$ cat config.mk
export PLATFORM = sky130hd
export DESIGN_NAME = seg7_scan_capture
export DESIGN_NICKNAME = d
export VERILOG_FILES = /design/src/rtl/seg7_scan_capture_pkg.sv /design/src/rtl/seg7_pattern_decode.sv /design/src/rtl/seg7_scan_capture.sv
export SDC_FILE = /design/constraint.sdc
export NUM_CORES = 1
export LEC_CHECK = 0
export CORE_MARGIN = 3
export CORE_UTILIZATION = 45
export DETAILED_ROUTE_END_ITERATION = 16
export PLACE_DENSITY = 0.67
export SYNTH_ARGS = -nofsm -noshare
export SYNTH_HDL_FRONTEND = slang
export SYNTH_SLANG_ARGS = --single-unit
$ cat constraint.sdc
create_clock -name clk -period 2.09 [get_ports clk]
set_input_delay 0.418 -clock clk [delete_from_list [all_inputs] [get_ports clk]]
set_output_delay 0.418 -clock clk [all_outputs]
set_load 0.1 [all_outputs]
$ cat src/rtl/seg7_scan_capture_pkg.sv
// Shared definitions for the seven-segment scan capture block.
// SEG_HEX_EN: when defined, hex letter patterns decode to A..F and the
// blank/bad codes move to a 5-bit form (digits widens to 20 bits).
package seg7_scan_capture_pkg;

`ifdef SEG_HEX_EN
  localparam int unsigned CODE_W = 5;
  localparam logic [CODE_W-1:0] CODE_BLANK = 5'h10;
  localparam logic [CODE_W-1:0] CODE_BAD   = 5'h11;
`else
  localparam int unsigned CODE_W = 4;
  localparam logic [CODE_W-1:0] CODE_BLANK = 4'hF;
  localparam logic [CODE_W-1:0] CODE_BAD   = 4'hE;
`endif

  localparam int unsigned NUM_DIGITS = 4;
  localparam int unsigned DIGITS_W   = NUM_DIGITS * CODE_W;

  // Active-low segment patterns ordered {a,b,c,d,e,f,g}
  localparam logic [6:0] SEG_0     = 7'b0000001;
  localparam logic [6:0] SEG_1     = 7'b1001111;
  localparam logic [6:0] SEG_2     = 7'b0010010;
  localparam logic [6:0] SEG_3     = 7'b0000110;
  localparam logic [6:0] SEG_4     = 7'b1001100;
  localparam logic [6:0] SEG_5     = 7'b0100100;
  localparam logic [6:0] SEG_6     = 7'b0100000;
  localparam logic [6:0] SEG_7     = 7'b0001111;
  localparam logic [6:0] SEG_8     = 7'b0000000;
  localparam logic [6:0] SEG_9     = 7'b0000100;
`ifdef SEG_HEX_EN
  localparam logic [6:0] SEG_A     = 7'b0001000;
  localparam logic [6:0] SEG_B     = 7'b1100000;
  localparam logic [6:0] SEG_C     = 7'b0110001;
  localparam logic [6:0] SEG_D     = 7'b1000010;
  localparam logic [6:0] SEG_E     = 7'b0110000;
  localparam logic [6:0] SEG_F     = 7'b0111000;
`endif
  localparam logic [6:0] SEG_BLANK = 7'b1111111;

  // Active-low one-hot digit selects
  localparam logic [3:0] POS_D0   = 4'b1110;
  localparam logic [3:0] POS_D1   = 4'b1101;
  localparam logic [3:0] POS_D2   = 4'b1011;
  localparam logic [3:0] POS_D3   = 4'b0111;
  localparam logic [3:0] POS_IDLE = 4'b1111;

  typedef enum logic [1:0] {
    ST_IDLE,
    ST_SETTLE,
    ST_HOLD
  } state_t;

  // One sampled cycle of the scan bus
  typedef struct packed {
    logic [3:0] pos;
    logic [6:0] seg;
    logic       dp;
  } scan_t;

  localparam scan_t SCAN_IDLE = '{pos: POS_IDLE, seg: SEG_BLANK, dp: 1'b1};

  function automatic logic pos_valid(input logic [3:0] p);
    return (p == POS_D0) || (p == POS_D1) || (p == POS_D2) || (p == POS_D3);
  endfunction

  function automatic logic [1:0] pos_index(input logic [3:0] p);
    logic [1:0] idx;
    case (p)
      POS_D1:  idx = 2'd1;
      POS_D2:  idx = 2'd2;
      POS_D3:  idx = 2'd3;
      default: idx = 2'd0;
    endcase
    return idx;
  endfunction

endpackage

$ cat src/rtl/seg7_pattern_decode.sv
// Combinational seven-segment pattern to digit code decoder.
// SEG_HEX_EN adds the hex letter patterns A..F.
module seg7_pattern_decode
  import seg7_scan_capture_pkg::*;
(
  input  logic [6:0]        pattern,
  output logic [CODE_W-1:0] code_c
);

  // Map an active-low {a..g} pattern to its code; unknown shapes are bad
  always_comb begin
    code_c = CODE_BAD;
    case (pattern)
      SEG_0:     code_c = CODE_W'(4'h0);
      SEG_1:     code_c = CODE_W'(4'h1);
      SEG_2:     code_c = CODE_W'(4'h2);
      SEG_3:     code_c = CODE_W'(4'h3);
      SEG_4:     code_c = CODE_W'(4'h4);
      SEG_5:     code_c = CODE_W'(4'h5);
      SEG_6:     code_c = CODE_W'(4'h6);
      SEG_7:     code_c = CODE_W'(4'h7);
      SEG_8:     code_c = CODE_W'(4'h8);
      SEG_9:     code_c = CODE_W'(4'h9);
`ifdef SEG_HEX_EN
      SEG_A:     code_c = CODE_W'(4'hA);
      SEG_B:     code_c = CODE_W'(4'hB);
      SEG_C:     code_c = CODE_W'(4'hC);
      SEG_D:     code_c = CODE_W'(4'hD);
      SEG_E:     code_c = CODE_W'(4'hE);
      SEG_F:     code_c = CODE_W'(4'hF);
`endif
      SEG_BLANK: code_c = CODE_BLANK;
      default:   code_c = CODE_BAD;
    endcase
  end

endmodule

$ cat src/rtl/seg7_scan_capture.sv
// Receiver for the multiplexed 4-digit seven-segment scan bus: samples the
// bus, rejects ghosting with a stability window, decodes each position and
// assembles complete frames. SEG_HEX_EN enables hex letter decoding.
module seg7_scan_capture
  import seg7_scan_capture_pkg::*;
#(
  parameter int unsigned STABLE_CYCLES  = 4,
  parameter int unsigned TIMEOUT_CYCLES = 200000
) (
  input  logic                clk,
  input  logic                reset,
  input  logic                a,
  input  logic                b,
  input  logic                c,
  input  logic                d,
  input  logic                e,
  input  logic                f,
  input  logic                g,
  input  logic                dp,
  input  logic [3:0]          pos,
  output logic [DIGITS_W-1:0] digits,
  output logic [3:0]          dps,
  output logic                frame_valid,
  output logic                stale,
  output logic                bad_digit
);

  localparam int unsigned CNT_W = $clog2(STABLE_CYCLES + 1);
  localparam int unsigned TO_W  = $clog2(TIMEOUT_CYCLES + 1);

  scan_t smp;
  scan_t smp_prev;

  state_t           state;
  state_t           state_next;
  logic [CNT_W-1:0] count;
  logic [CNT_W-1:0] count_next;
  logic             capture_c;
  logic             changed_c;
  logic             valid_c;

  logic [CODE_W-1:0] dec_code_c;
  logic [1:0]        idx_c;

  logic [NUM_DIGITS-1:0][CODE_W-1:0] shadow;
  logic [NUM_DIGITS-1:0][CODE_W-1:0] shadow_next_c;
  logic [NUM_DIGITS-1:0]             shadow_dp;
  logic [NUM_DIGITS-1:0]             shadow_dp_next_c;
  logic [NUM_DIGITS-1:0]             seen;
  logic [NUM_DIGITS-1:0]             seen_next_c;
  logic                              bad_next_c;
  logic [TO_W-1:0]                   tcnt;

  // Input sample stage plus one-cycle history for the stability compare
  always_ff @(posedge clk) begin
    if (reset) begin
      smp      <= SCAN_IDLE;
      smp_prev <= SCAN_IDLE;
    end else begin
      smp      <= {pos, a, b, c, d, e, f, g, dp};
      smp_prev <= smp;
    end
  end

  assign changed_c = (smp != smp_prev);
  assign valid_c   = pos_valid(smp.pos);
  assign idx_c     = pos_index(smp.pos);

  // Stability FSM state and run-length register
  always_ff @(posedge clk) begin
    if (reset) begin
      state <= ST_IDLE;
      count <= '0;
    end else begin
      state <= state_next;
      count <= count_next;
    end
  end

  // Stability FSM next-state: capture once per stable run of STABLE_CYCLES samples
  always_comb begin
    state_next = state;
    count_next = count;
    capture_c  = 1'b0;
    case (state)
      ST_IDLE: begin
        if (valid_c) begin
          state_next = ST_SETTLE;
          count_next = CNT_W'(1);
        end
      end
      ST_SETTLE: begin
        if (changed_c) begin
          state_next = valid_c ? ST_SETTLE : ST_IDLE;
          count_next = valid_c ? CNT_W'(1) : '0;
        end else if (count == CNT_W'(STABLE_CYCLES - 1)) begin
          capture_c  = 1'b1;
          state_next = ST_HOLD;
          count_next = CNT_W'(STABLE_CYCLES);
        end else begin
          count_next = count + CNT_W'(1);
        end
      end
      ST_HOLD: begin
        if (changed_c) begin
          state_next = valid_c ? ST_SETTLE : ST_IDLE;
          count_next = valid_c ? CNT_W'(1) : '0;
        end
      end
      default: begin
        state_next = ST_IDLE;
        count_next = '0;
      end
    endcase
  end

  seg7_pattern_decode u_decode (
    .pattern (smp.seg),
    .code_c  (dec_code_c)
  );

  // Next shadow contents including the position captured this cycle
  always_comb begin
    shadow_next_c    = shadow;
    shadow_dp_next_c = shadow_dp;
    seen_next_c      = seen;
    if (capture_c) begin
      shadow_next_c[idx_c]    = dec_code_c;
      shadow_dp_next_c[idx_c] = ~smp.dp;
      seen_next_c[idx_c]      = 1'b1;
    end
  end

  // Flag any bad code in the frame about to be published
  always_comb begin
    bad_next_c = 1'b0;
    for (int i = 0; i < int'(NUM_DIGITS); i++) begin
      if (shadow_next_c[i] == CODE_BAD) bad_next_c = 1'b1;
    end
  end

  // Shadow capture, frame publication and stale supervision
  always_ff @(posedge clk) begin
    if (reset) begin
      shadow      <= {NUM_DIGITS{CODE_BLANK}};
      shadow_dp   <= '0;
      seen        <= '0;
      tcnt        <= '0;
      digits      <= {NUM_DIGITS{CODE_BLANK}};
      dps         <= '0;
      frame_valid <= 1'b0;
      stale       <= 1'b0;
      bad_digit   <= 1'b0;
    end else begin
      frame_valid <= 1'b0;
      if (capture_c) begin
        shadow    <= shadow_next_c;
        shadow_dp <= shadow_dp_next_c;
        tcnt      <= '0;
        if (&seen_next_c) begin
          digits      <= shadow_next_c;
          dps         <= shadow_dp_next_c;
          frame_valid <= 1'b1;
          bad_digit   <= bad_next_c;
          stale       <= 1'b0;
          seen        <= '0;
        end else begin
          seen <= seen_next_c;
        end
      end else if (tcnt != TO_W'(TIMEOUT_CYCLES)) begin
        tcnt <= tcnt + TO_W'(1);
        if (tcnt == TO_W'(TIMEOUT_CYCLES - 1)) begin
          stale <= 1'b1;
          seen  <= '0;
        end
      end
    end
  end

endmodule

# == Word level (Yosys, flattened, before mapping) ==
# Cells that the tools add are included.
# totals
ff_bits,94
input_bits,14
output_inout_bits,23
wordCells,109
# op_classes
addsub,2
n_lt_le_gt_ge,2
n_eq_ne,28
muxes,38
n_bitwise,3
n_reduce_logical,16
# op_table
cell,count
4-bit case mux with 11 select lines,1
4-bit equality test (second input constant),7
4-bit two-way mux,6
7-bit equality test (second input constant),3
18-bit by 1-bit adder with 18-bit output (second input constant),1
18-bit equality test (second input constant),1
18-bit inequality test (second input constant),1
16-bit bitwise mux,1
16-bit two-way mux,1
1-bit two-way mux,15
7-bit by 3-bit equality test with 1-bit output (second input constant),2
7-bit by 6-bit equality test with 1-bit output (second input constant),2
3-bit two-way mux,4
12-bit inequality test,1
2-bit case mux with 3 select lines,2
3-bit case mux with 3 select lines,1
4-bit demux with 2-bit select,1
2-bit two-way mux,4
7-bit by 1-bit equality test with 1-bit output (second input constant),1
7-bit by 4-bit equality test with 1-bit output (second input constant),1
7-bit by 5-bit equality test with 1-bit output (second input constant),1
7-bit logical NOT,1
3-bit AND reduction,2
5-bit AND reduction,1
21 further kinds,28

# == Depth between registers and ports, before layout ==
# Gate-level depths: netlist of run 1.
# logic_depth
ltp_word,13
depth_mapped,10
mapped_depth_nobuf,9

# == Cells and area by module ==
# Synthesis of run 1 repeated with hierarchy kept, for this count alone.
# hier_totals
cells_unflattened,516
area_unflattened_um2,4662.0
# modules_own_cells
module,instances,cells_each,area_each_um2,seq_area_each_um2
seg7_scan_capture,1,472,4349.2,1881.8
seg7_pattern_decode,1,44,312.8,0.0

# == Worst setup path after synthesis of run 1 ==
# OpenSTA, ideal clock, no wires.
# synth_timing
path_kind,register -> register
start,register count[0]
end,register bad_digit
setup_time_ps,62
arrival_time_ps,2229
required_time_ps,2028
setup_slack_ps,-202
stages_incl_launch_ff,9
path_buffers,0
period_less_slack_ps,2292
cell_sequence,dfxtp_1 > ha_1 > ha_1 > nand3b_1 > nor4_4 > o211ai_1 > a21oi_1 > or4b_1 > nand3_1
# synth_between
elab_chain_len,10
elab_cells_between_ends,15
classes_between,5 x eq/ne; 9 x mux; 1 x reduce/logical
# synth_rtl
item,line_no,source
start: declaration,seg7_scan_capture.sv:36,logic [CNT_W-1:0] count;
start signal: assignment,seg7_scan_capture.sv:76,count <= count_next;
3-bit by 2-bit equality test with 1-bit output (*),seg7_scan_capture.sv:96,end else if (count == CNT_W'(STABLE_CYCLES - 1)) begin
1-bit two-way mux (*),seg7_scan_capture.sv:96,
1-bit two-way mux (*),seg7_scan_capture.sv:93,if (changed_c) begin
1-bit two-way mux (*),seg7_scan_capture.sv:85,case (state)
16-bit two-way mux,seg7_scan_capture.sv:127,if (capture_c) begin
4-bit equality test,seg7_scan_capture.sv:138,if (shadow_next_c[i] == CODE_BAD) bad_next_c = 1'b1;
1-bit two-way mux (4 in series),seg7_scan_capture.sv:138,
end signal: assignment,seg7_scan_capture.sv:164,bad_digit <= bad_next_c;
end: declaration,seg7_scan_capture.sv:25,output logic bad_digit
# Mark *: on every way between the ends. The rest lies on a longest branch, timed or not.
# A chain may end at the register's enable or synchronous reset.

# == Worst setup path after layout of run 1 ==
# layout_timing
start,register count[1]
end,register bad_digit
# The elaborated chain is that of the path after synthesis.

==> run_summary.xml, run 1 <==
<?xml version="1.0" encoding="UTF-8"?>
<metrics>
  <group name="logic_synthesis">
    <metric name="async_flop_share" unit="%">0</metric>
    <metric name="dominantRegCellSynth" unit="">dfxtp_1</metric>
    <metric name="synth_sequential_area_ratio" unit="%">46.9</metric>
    <metric name="synthCells" unit="">439</metric>
    <metric name="synth-seq-cells" unit="">94</metric>
    <metric name="synth_largest_type_area_fraction" unit="%">46.9</metric>
    <metric name="synth_nets" unit="">457</metric>
    <metric name="post_synth_edffs" unit="">0</metric>
    <metric name="netlist_top_cells_area" unit="">dfxtp_1 (47%), mux2i_1 (4.7%), nor2_1 (4.6%), nand2_1 (4.1%), or2_2 (4.1%)</metric>
    <metric name="syn-mean-instance-area" unit="sq um">9.14</metric>
    <metric name="synth_top_cell_by_area" unit="">dfxtp_1</metric>
    <metric name="synthDistinctLibCells" unit="">53</metric>
    <metric name="yosysWarningCount" unit="">0</metric>
    <metric name="syn-cell-area" unit="sq mm">0.00401</metric>
  </group>
  <group name="power">
    <metric name="powerDensity" unit="mW/mm^2">621</metric>
    <metric name="leakagePower" unit="uW">0.00221</metric>
    <metric name="power_switching_share" unit="%">24.5</metric>
    <metric name="power_report.internal_total" unit="uW">2570</metric>
    <metric name="clock_power_share" unit="%">36.9</metric>
    <metric name="power_frac_seq" unit="%">54.2</metric>
    <metric name="vdd_ir_drop_max" unit="V">0.000388</metric>
    <metric name="switching_power" unit="uW">835</metric>
    <metric name="combPwrFrac" unit="%">8.9</metric>
  </group>
  <group name="cells_and_area">
    <metric name="filler_cell_count" unit="">667</metric>
    <metric name="fin_area" unit="sq mm">0.00549</metric>
    <metric name="nets" unit="">544</metric>
    <metric name="final_cells" unit="">636</metric>
    <metric name="n_antenna_cell" unit="">0</metric>
    <metric name="layout-drive-gt1-share" unit="%">35.4</metric>
    <metric name="synthToLayoutAreaGrowth" unit="%">36.7</metric>
  </group>
  <group name="worst_setup_path">
    <metric name="path_cells" unit="">ha_4 &gt; ha_4 &gt; nand3b_1 &gt; buf_4 &gt; nor4_4 &gt; o211ai_1 &gt; buf_4 &gt; a211o_1 &gt; o21ai_1 &gt; nand3_2</metric>
    <metric name="cp.required" unit="ns">2.34</metric>
    <metric name="crit_path_start_kind" unit="">flip-flop</metric>
    <metric name="crit_path_max_fanout" unit="">4</metric>
    <metric name="count_of_cells_along_the_worst_register_to_register_path" unit="">10</metric>
    <metric name="worstReg2RegEnd" unit="">bad_digit</metric>
    <metric name="rr_startpoint" unit="">count[1]</metric>
    <metric name="cp.arrival" unit="ns">2.54</metric>
    <metric name="slowest_stage" unit="">dfxtp_2</metric>
    <metric name="max_stage_delay" unit="ns">0.36</metric>
    <metric name="r2r_setup_slack" unit="ns">-0.20</metric>
    <metric name="criticalPathCategory" unit="">reg2reg</metric>
    <metric name="end_kind" unit="">flip-flop</metric>
  </group>
  <group name="drt">
    <metric name="route.final.wire_length" unit="mm">9.10</metric>
    <metric name="drc" unit="">0</metric>
    <metric name="initialDrtViolationCount" unit="">113</metric>
    <metric name="drtAntennaViolNets" unit="">0</metric>
    <metric name="wire_per_inst" unit="um">14.3</metric>
    <metric name="drtPass1Iterations" unit="">4</metric>
    <metric name="post_drt_via_cell_ratio" unit="">5.30</metric>
    <metric name="num_vias" unit="">3371</metric>
  </group>
  <group name="clock_tree">
    <metric name="cts_h_tree_depth" unit="">3</metric>
    <metric name="cts_tree" unit="">done</metric>
    <metric name="clock-root-buffer" unit="">clkbuf_8</metric>
    <metric name="clockBufferDepth" unit="">2</metric>
    <metric name="clock_sinks" unit="">94</metric>
    <metric name="latest_clock_arrival_within_the_worst_skew_pair" unit="ns">0.36</metric>
    <metric name="clock_transition_at_the_registers_of_the_reported_paths" unit="ns">0.09</metric>
    <metric name="tritoncts.num_buffers" unit="">9</metric>
    <metric name="cts_hold_repair.buffers" unit="">0</metric>
  </group>
  <group name="place">
    <metric name="post-place-cells" unit="">602</metric>
    <metric name="final_wtd_congestion" unit="">0.798</metric>
    <metric name="hpwl" unit="mm">5.75</metric>
    <metric name="dp_slack" unit="ns">-0.212</metric>
    <metric name="placed_cell_area" unit="sq mm">0.00469</metric>
    <metric name="buffer_ports.inserted" unit="">36</metric>
  </group>
  <group name="grt">
    <metric name="first_global_vias" unit="">2950</metric>
    <metric name="grt.total_usage" unit="%">17.1</metric>
    <metric name="grt_antenna_before_repair" unit="">0</metric>
    <metric name="grt_ovf" unit="">0</metric>
    <metric name="grt_start_max_net_pins" unit="">33</metric>
    <metric name="global_route_wire_length_before_repair" unit="mm">14.0</metric>
  </group>
  <group name="status">
    <metric name="violations_in_the_final_reports" unit="">setup timing</metric>
    <metric name="status" unit="">finished, violations left</metric>
  </group>
  <group name="die">
    <metric name="die_h" unit="um">100</metric>
    <metric name="die_wd" unit="um">100</metric>
    <metric name="design.core.area" unit="sq mm">0.00842</metric>
    <metric name="full_die_area" unit="sq mm">0.0101</metric>
    <metric name="top_level_ports" unit="">37</metric>
    <metric name="fp-row-count" unit="">33</metric>
    <metric name="initial_core_util" unit="%">47.7</metric>
  </group>
  <group name="hold_path">
    <metric name="hold_start" unit="">seen[3]</metric>
    <metric name="hold_path_class" unit="">reg2reg</metric>
    <metric name="worstHoldPathCells" unit="">2</metric>
    <metric name="holdPathEnd" unit="">seen[3]</metric>
  </group>
  <group name="sta">
    <metric name="slew_viol_final" unit="">0</metric>
    <metric name="finalHoldWorstSlack" unit="ns">0.459</metric>
    <metric name="final_critical_path_setup_slack" unit="ns">-0.196</metric>
    <metric name="post-route-min-period" unit="ns">2.29</metric>
    <metric name="slew_headroom" unit="%">70.6</metric>
    <metric name="layout_worst_path_cycle_share" unit="%">109</metric>
    <metric name="worst_clock_skew" unit="ns">0.0113</metric>
    <metric name="report.final.setup_viol" unit="">29</metric>
    <metric name="sum_neg_setup_slack" unit="ns">-2.69</metric>
    <metric name="achievable-frequency" unit="MHz">437</metric>
    <metric name="rsz0062_at_grt" unit="">true</metric>
    <metric name="final_hold_viol_count" unit="">0</metric>
    <metric name="worst-slew-pin-transition" unit="ns">0.439</metric>
  </group>
  <group name="job">
    <metric name="timing.max_cap.violations" unit="">0</metric>
  </group>
</metrics>
==> placed cells by master, fill, tap and decap left out, drive strengths merged, types with 6 or more instances in the layout <==
cell type | Yosys | routed
and3 | 7 | 7
nor2 | 49 | 49
o211ai | 18 | 18
nand2 | 44 | 44
a211oi | 6 | 6
xor2 | 12 | 12
nor3 | 6 | 6
nand3 | 13 | 13
dfxtp | 94 | 94
clkbuf | 20 | 12
inv | 8 | 10
a21oi | 24 | 24
or2 | 26 | 26
clkdlybuf4s50 | 0 | 13
xnor2 | 18 | 18
mux2i | 19 | 19
buf | 7 | 89
nand4 | 8 | 8
==> layer usage <==
layer	routed length [um]	vias to the layer above	GRT usage (%)	part of all wire, %
met5	0	-	0	0
met4	118	0	4.77	1.3
met3	347	13	4.38	3.8
met2	4390	62	26.5	48
met1	4250	1606	23.8	47
li1	-	1690	-	-
==> power by group through the flow <==
stage          sequential (uW)  clock [uW]  combinational (uW)
2_1_floorplan             1880           0                 168
3_3_place_gp              1890           0                 264
3_5_place_dp              1890           0                 268
4_1_cts                   1850        1290                 286
5_1_grt                   1850        1370                 332
6_report                  1850        1260                 304
==> layout make-up <==
cell class	count	area [sq um]	area share (%)
timing repair buffer	103	903	16.5
clock buffer	11	141	2.58
sequential	94	1890	34.4
inverter	9	33.8	0.616
multi-input combinational	309	2320	42.3
tap	105	131	2.39
clock inverter	5	66.3	1.21
==> flip-flops by register name (all words and copies together), names as in the netlist <==
name,count
stale,1
dps,4
smp_prev,12
smp,12
frame_valid,1
digits,16
count,3
state,2
bad_digit,1
shadow_dp,4
shadow,16
seen,4
tcnt,18
==> how the worst max path moves through the flow <==
stage | startpoint | end | slack [ns] | cells past startpoint
floorplan | smp[0] | bad_digit | -0.14 | 8
global placement | smp_prev[3] | bad_digit | -0.17 | 8
detailed placement | smp[10] | bad_digit | -0.21 | 7
CTS | count[0] | bad_digit | -0.17 | 10
global route | count[1] | digits[3] | -0.32 | 10
finish | count[1] | bad_digit | -0.20 | 10
==> stage by stage <==
step           power, uW  utilization (%)
2_1_floorplan       2050                -
3_3_place_gp        2150             55.7
3_5_place_dp        2150             55.7
4_1_cts             3420             59.8
5_1_grt             3550             65.2
6_report            3410             65.2
==> critical path, delay by kind of cell, from the launching register on <==
family / cells / cell delay [ns]
compound gates: 3 / 0.64
fa+ha+maj: 2 / 0.27
buf+inv: 2 / 0.39
flops: 1 / 0.36
simple gates: 3 / 0.52
==> cell families after synthesis <==
logic type	after synthesis	share of synthesized area, %
AOI/OAI and AO/OA	64	10.4
muxes	20	5.02
adders and majority gates	5	1.50
DFF	94	46.9
xor gates and xnor gates	30	6.92
and+or+nand+nor	190	25.3
buffers and inverters	36	3.93
==> repair_timing <==
action                                  4_1_cts  5_1_grt
buffers inserted                              8        9
pin swaps                                     5       37
resized for setup                            22       74
gates cloned                                  0        3
endpoints found under the setup margin       33       61
==> cells in the mapped netlist (all sizes together) (7+ instances only) <==
cell type  number
a21oi          24
and3            7
buf             7
clkbuf         20
dfxtp          94
inv             8
mux2i          19
nand2          44
nand3          13
nand4           8
nor2           49
o211ai         18
or2            26
xnor2          18
xor2           12
No activity file was read; power rests on OpenSTA's default activity.
==> run 2: changes to the inputs <==
--- a/config.mk
+++ b/config.mk
@@ -5,6 +5,7 @@
 export SDC_FILE = /design/constraint.sdc
 export NUM_CORES = 1
 export LEC_CHECK = 0
+export CAP_MARGIN = 25
 export CORE_MARGIN = 3
 export CORE_UTILIZATION = 45
 export DETAILED_ROUTE_END_ITERATION = 16
==> results of run 2 <==
The final DEF is identical to that of run 1; final timing and power are the same.
==> run 3: changes to the inputs <==
--- a/config.mk
+++ b/config.mk
@@ -10,6 +10,7 @@
 export CORE_UTILIZATION = 45
 export DETAILED_ROUTE_END_ITERATION = 16
 export PLACE_DENSITY = 0.67
+export RECOVER_POWER = 25
 export SYNTH_ARGS = -nofsm -noshare
 export SYNTH_HDL_FRONTEND = slang
 export SYNTH_SLANG_ARGS = --single-unit
==> run 3 against run 2 <==
Net effect: the flow still finishes with violations (setup timing); global-route usage is the same; non-clock buffer count unchanged; routed wire length unchanged; worst hold slack barely moved; register-to-register slack hardly changed; cell count did not move; flip-flop and latch count is the same; die area did not move; worst setup slack about the same; combinational power about the same; highest routed layer unchanged.
==> run_summary.xml, run 3 (same netlist as run 1, synthesis figures left out) <==
<?xml version="1.0" encoding="UTF-8"?>
<metrics>
  <group name="clock_tree">
    <metric name="clock-root-buffer" unit="">clkbuf_8</metric>
    <metric name="tritoncts.num_buffers" unit="">9</metric>
    <metric name="clock_transition_at_the_registers_of_the_reported_paths" unit="ns">0.09</metric>
    <metric name="cts_h_tree_depth" unit="">3</metric>
    <metric name="cts_hold_repair.buffers" unit="">0</metric>
    <metric name="clock_sinks" unit="">94</metric>
    <metric name="clockBufferDepth" unit="">2</metric>
    <metric name="latest_clock_arrival_within_the_worst_skew_pair" unit="ns">0.36</metric>
    <metric name="cts_tree" unit="">done</metric>
  </group>
  <group name="power">
    <metric name="total_power" unit="uW">3410</metric>
    <metric name="leakagePower" unit="uW">0.00221</metric>
    <metric name="power_report.internal_total" unit="uW">2570</metric>
    <metric name="combPwrFrac" unit="%">8.9</metric>
    <metric name="power_switching_share" unit="%">24.5</metric>
    <metric name="powerDensity" unit="mW/mm^2">621</metric>
    <metric name="clock_power_share" unit="%">36.8</metric>
    <metric name="switching_power" unit="uW">834</metric>
    <metric name="vdd_ir_drop_max" unit="V">0.000388</metric>
    <metric name="power_frac_seq" unit="%">54.2</metric>
  </group>
  <group name="worst_setup_path">
    <metric name="crit_path_start" unit="">count[1]</metric>
    <metric name="r2r_setup_slack" unit="ns">-0.20</metric>
    <metric name="crit_path_max_fanout" unit="">4</metric>
    <metric name="cp.arrival" unit="ns">2.54</metric>
    <metric name="crit_path_start_kind" unit="">flip-flop</metric>
    <metric name="rr_startpoint" unit="">count[1]</metric>
    <metric name="criticalPathCategory" unit="">reg2reg</metric>
    <metric name="count_of_cells_along_the_worst_register_to_register_path" unit="">10</metric>
    <metric name="worstReg2RegEnd" unit="">bad_digit</metric>
    <metric name="setup.worst_path.end" unit="">bad_digit</metric>
    <metric name="end_kind" unit="">flip-flop</metric>
    <metric name="cp.required" unit="ns">2.34</metric>
  </group>
  <group name="die">
    <metric name="initial_core_util" unit="%">47.7</metric>
    <metric name="fp-row-count" unit="">33</metric>
    <metric name="full_die_area" unit="sq mm">0.0101</metric>
    <metric name="design.core.area" unit="sq mm">0.00842</metric>
    <metric name="die_h" unit="um">100</metric>
    <metric name="top_level_ports" unit="">37</metric>
    <metric name="die_wd" unit="um">100</metric>
  </group>
  <group name="grt">
    <metric name="grt_start_max_net_pins" unit="">33</metric>
    <metric name="first_global_vias" unit="">2950</metric>
    <metric name="grt_ovf" unit="">0</metric>
    <metric name="grt_antenna_before_repair" unit="">0</metric>
    <metric name="global_route_wire_length_before_repair" unit="mm">14.0</metric>
    <metric name="grt.total_usage" unit="%">17.1</metric>
  </group>
  <group name="sta">
    <metric name="achievable-frequency" unit="MHz">437</metric>
    <metric name="sum_neg_setup_slack" unit="ns">-2.69</metric>
    <metric name="report.final.setup_viol" unit="">29</metric>
    <metric name="layout_worst_path_cycle_share" unit="%">109</metric>
    <metric name="slew_viol_final" unit="">0</metric>
    <metric name="rsz0062_at_grt" unit="">true</metric>
    <metric name="post-route-min-period" unit="ns">2.29</metric>
    <metric name="worst_clock_skew" unit="ns">0.0113</metric>
    <metric name="final_critical_path_setup_slack" unit="ns">-0.196</metric>
    <metric name="slew_headroom" unit="%">63.6</metric>
    <metric name="worst-slew-pin-transition" unit="ns">0.548</metric>
    <metric name="final_hold_viol_count" unit="">0</metric>
  </group>
  <group name="cells_and_area">
    <metric name="largest_registers" unit="">tcnt x18, digits x16, shadow x16</metric>
    <metric name="mostFrequentLayoutCell" unit="">dfxtp_1</metric>
    <metric name="top_register_by_number_of_flip_flops" unit="">tcnt</metric>
    <metric name="layout-drive-gt1-share" unit="%">35.4</metric>
    <metric name="nets" unit="">544</metric>
    <metric name="n_antenna_cell" unit="">0</metric>
    <metric name="synthToLayoutAreaGrowth" unit="%">36.6</metric>
    <metric name="largest_register_ffs" unit="">18</metric>
    <metric name="most_frequent_cells_in_the_layout" unit="">dfxtp_1 (88), buf_4 (70), nor2_1 (47), nand2_1 (39), or2_2 (25)</metric>
  </group>
  <group name="drt">
    <metric name="wire_per_inst" unit="um">14.3</metric>
    <metric name="drtAntennaViolNets" unit="">0</metric>
    <metric name="drc" unit="">0</metric>
    <metric name="route.final.wire_length" unit="mm">9.10</metric>
    <metric name="post_drt_via_cell_ratio" unit="">5.31</metric>
    <metric name="num_vias" unit="">3375</metric>
    <metric name="initialDrtViolationCount" unit="">113</metric>
    <metric name="drtPass1Iterations" unit="">4</metric>
  </group>
  <group name="status">
    <metric name="violations_in_the_final_reports" unit="">setup timing</metric>
    <metric name="status" unit="">finished, violations left</metric>
  </group>
  <group name="hold_path">
    <metric name="hold_path_class" unit="">reg2reg</metric>
    <metric name="worstHoldPathCells" unit="">2</metric>
  </group>
  <group name="job">
    <metric name="timing.max_cap.violations" unit="">0</metric>
  </group>
  <group name="place">
    <metric name="final_wtd_congestion" unit="">0.798</metric>
    <metric name="hpwl" unit="mm">5.75</metric>
    <metric name="buffer_ports.inserted" unit="">36</metric>
  </group>
</metrics>
-- run 3: cell types whose count changed in the layout (fill, tap and decap cells not counted), sizes merged --
cell,delta
clkbuf,+2
buf,-2
-- run 3: area by class of cell --
cell class	instances	area, sq um
fill	669	2940
multi-input combinational	309	2320
sequential	94	1890
timing repair buffer	103	898
clock buffer	11	141
tap	105	131
clock inverter	5	66.3
inverter	9	33.8
-- run 3: routing by layer --
layer	share of wire, %	up-vias	track usage (%)	wire length [um]
met5	0	-	0	0
met4	1.3	0	4.77	118
met3	3.9	13	4.38	351
met2	48	64	26.5	4390
met1	47	1607	23.8	4250
li1	-	1691	-	-
-- run 3: what timing repair did --
item / in CTS / in global routing
pin swaps: 5 / 37
gates cloned: 0 / 3
gates resized for setup: 22 / 74
buffers inserted: 8 / 9
setup endpoints to repair: 33 / 61
-- run 3: worst min-delay path by stage --
stage          startpoint      end  slack (ns)
6_report          seen[3]  seen[3]        0.46
5_1_grt           seen[3]  seen[3]        0.49
4_1_cts           seen[3]  seen[3]        0.47
3_5_place_dp      seen[3]  seen[3]        0.45
3_3_place_gp        stale    stale        0.45
2_1_floorplan     seen[3]  seen[3]        0.44
-- run 3: critical path, stage by stage, from the launching register on --
cell	delay, ns
dfxtp_2	0.36
ha_4	0.14
ha_4	0.13
nand3b_1	0.14
buf_4	0.18
nor4_4	0.29
o211ai_1	0.22
buf_4	0.21
a211o_1	0.24
o21ai_1	0.18
nand3_2	0.09
-- run 3: metrics by stage --
stage / area [sq um] / worst slack [ns] / instances / utilization [%] / hold slack, ns
after floorplan: 4030 / -0.142 / 439 / - / 0.436
after global placement: 4690 / -0.170 / 602 / 55.7 / 0.445
after detailed placement: 4690 / -0.212 / 602 / 55.7 / 0.453
after CTS: 5040 / -0.174 / 626 / 59.8 / 0.467
after global routing: 5480 / -0.324 / 636 / 65.1 / 0.490
final: 5480 / -0.196 / 636 / 65.1 / 0.459
-- run 3: power by group through the flow --
stage / sequential, uW / combinational, uW / clock [uW]
floorplan: 1880 / 168 / 0
global placement: 1890 / 264 / 0
detailed placement: 1890 / 268 / 0
CTS: 1850 / 286 / 1290
global route: 1850 / 332 / 1370
finish: 1850 / 304 / 1250
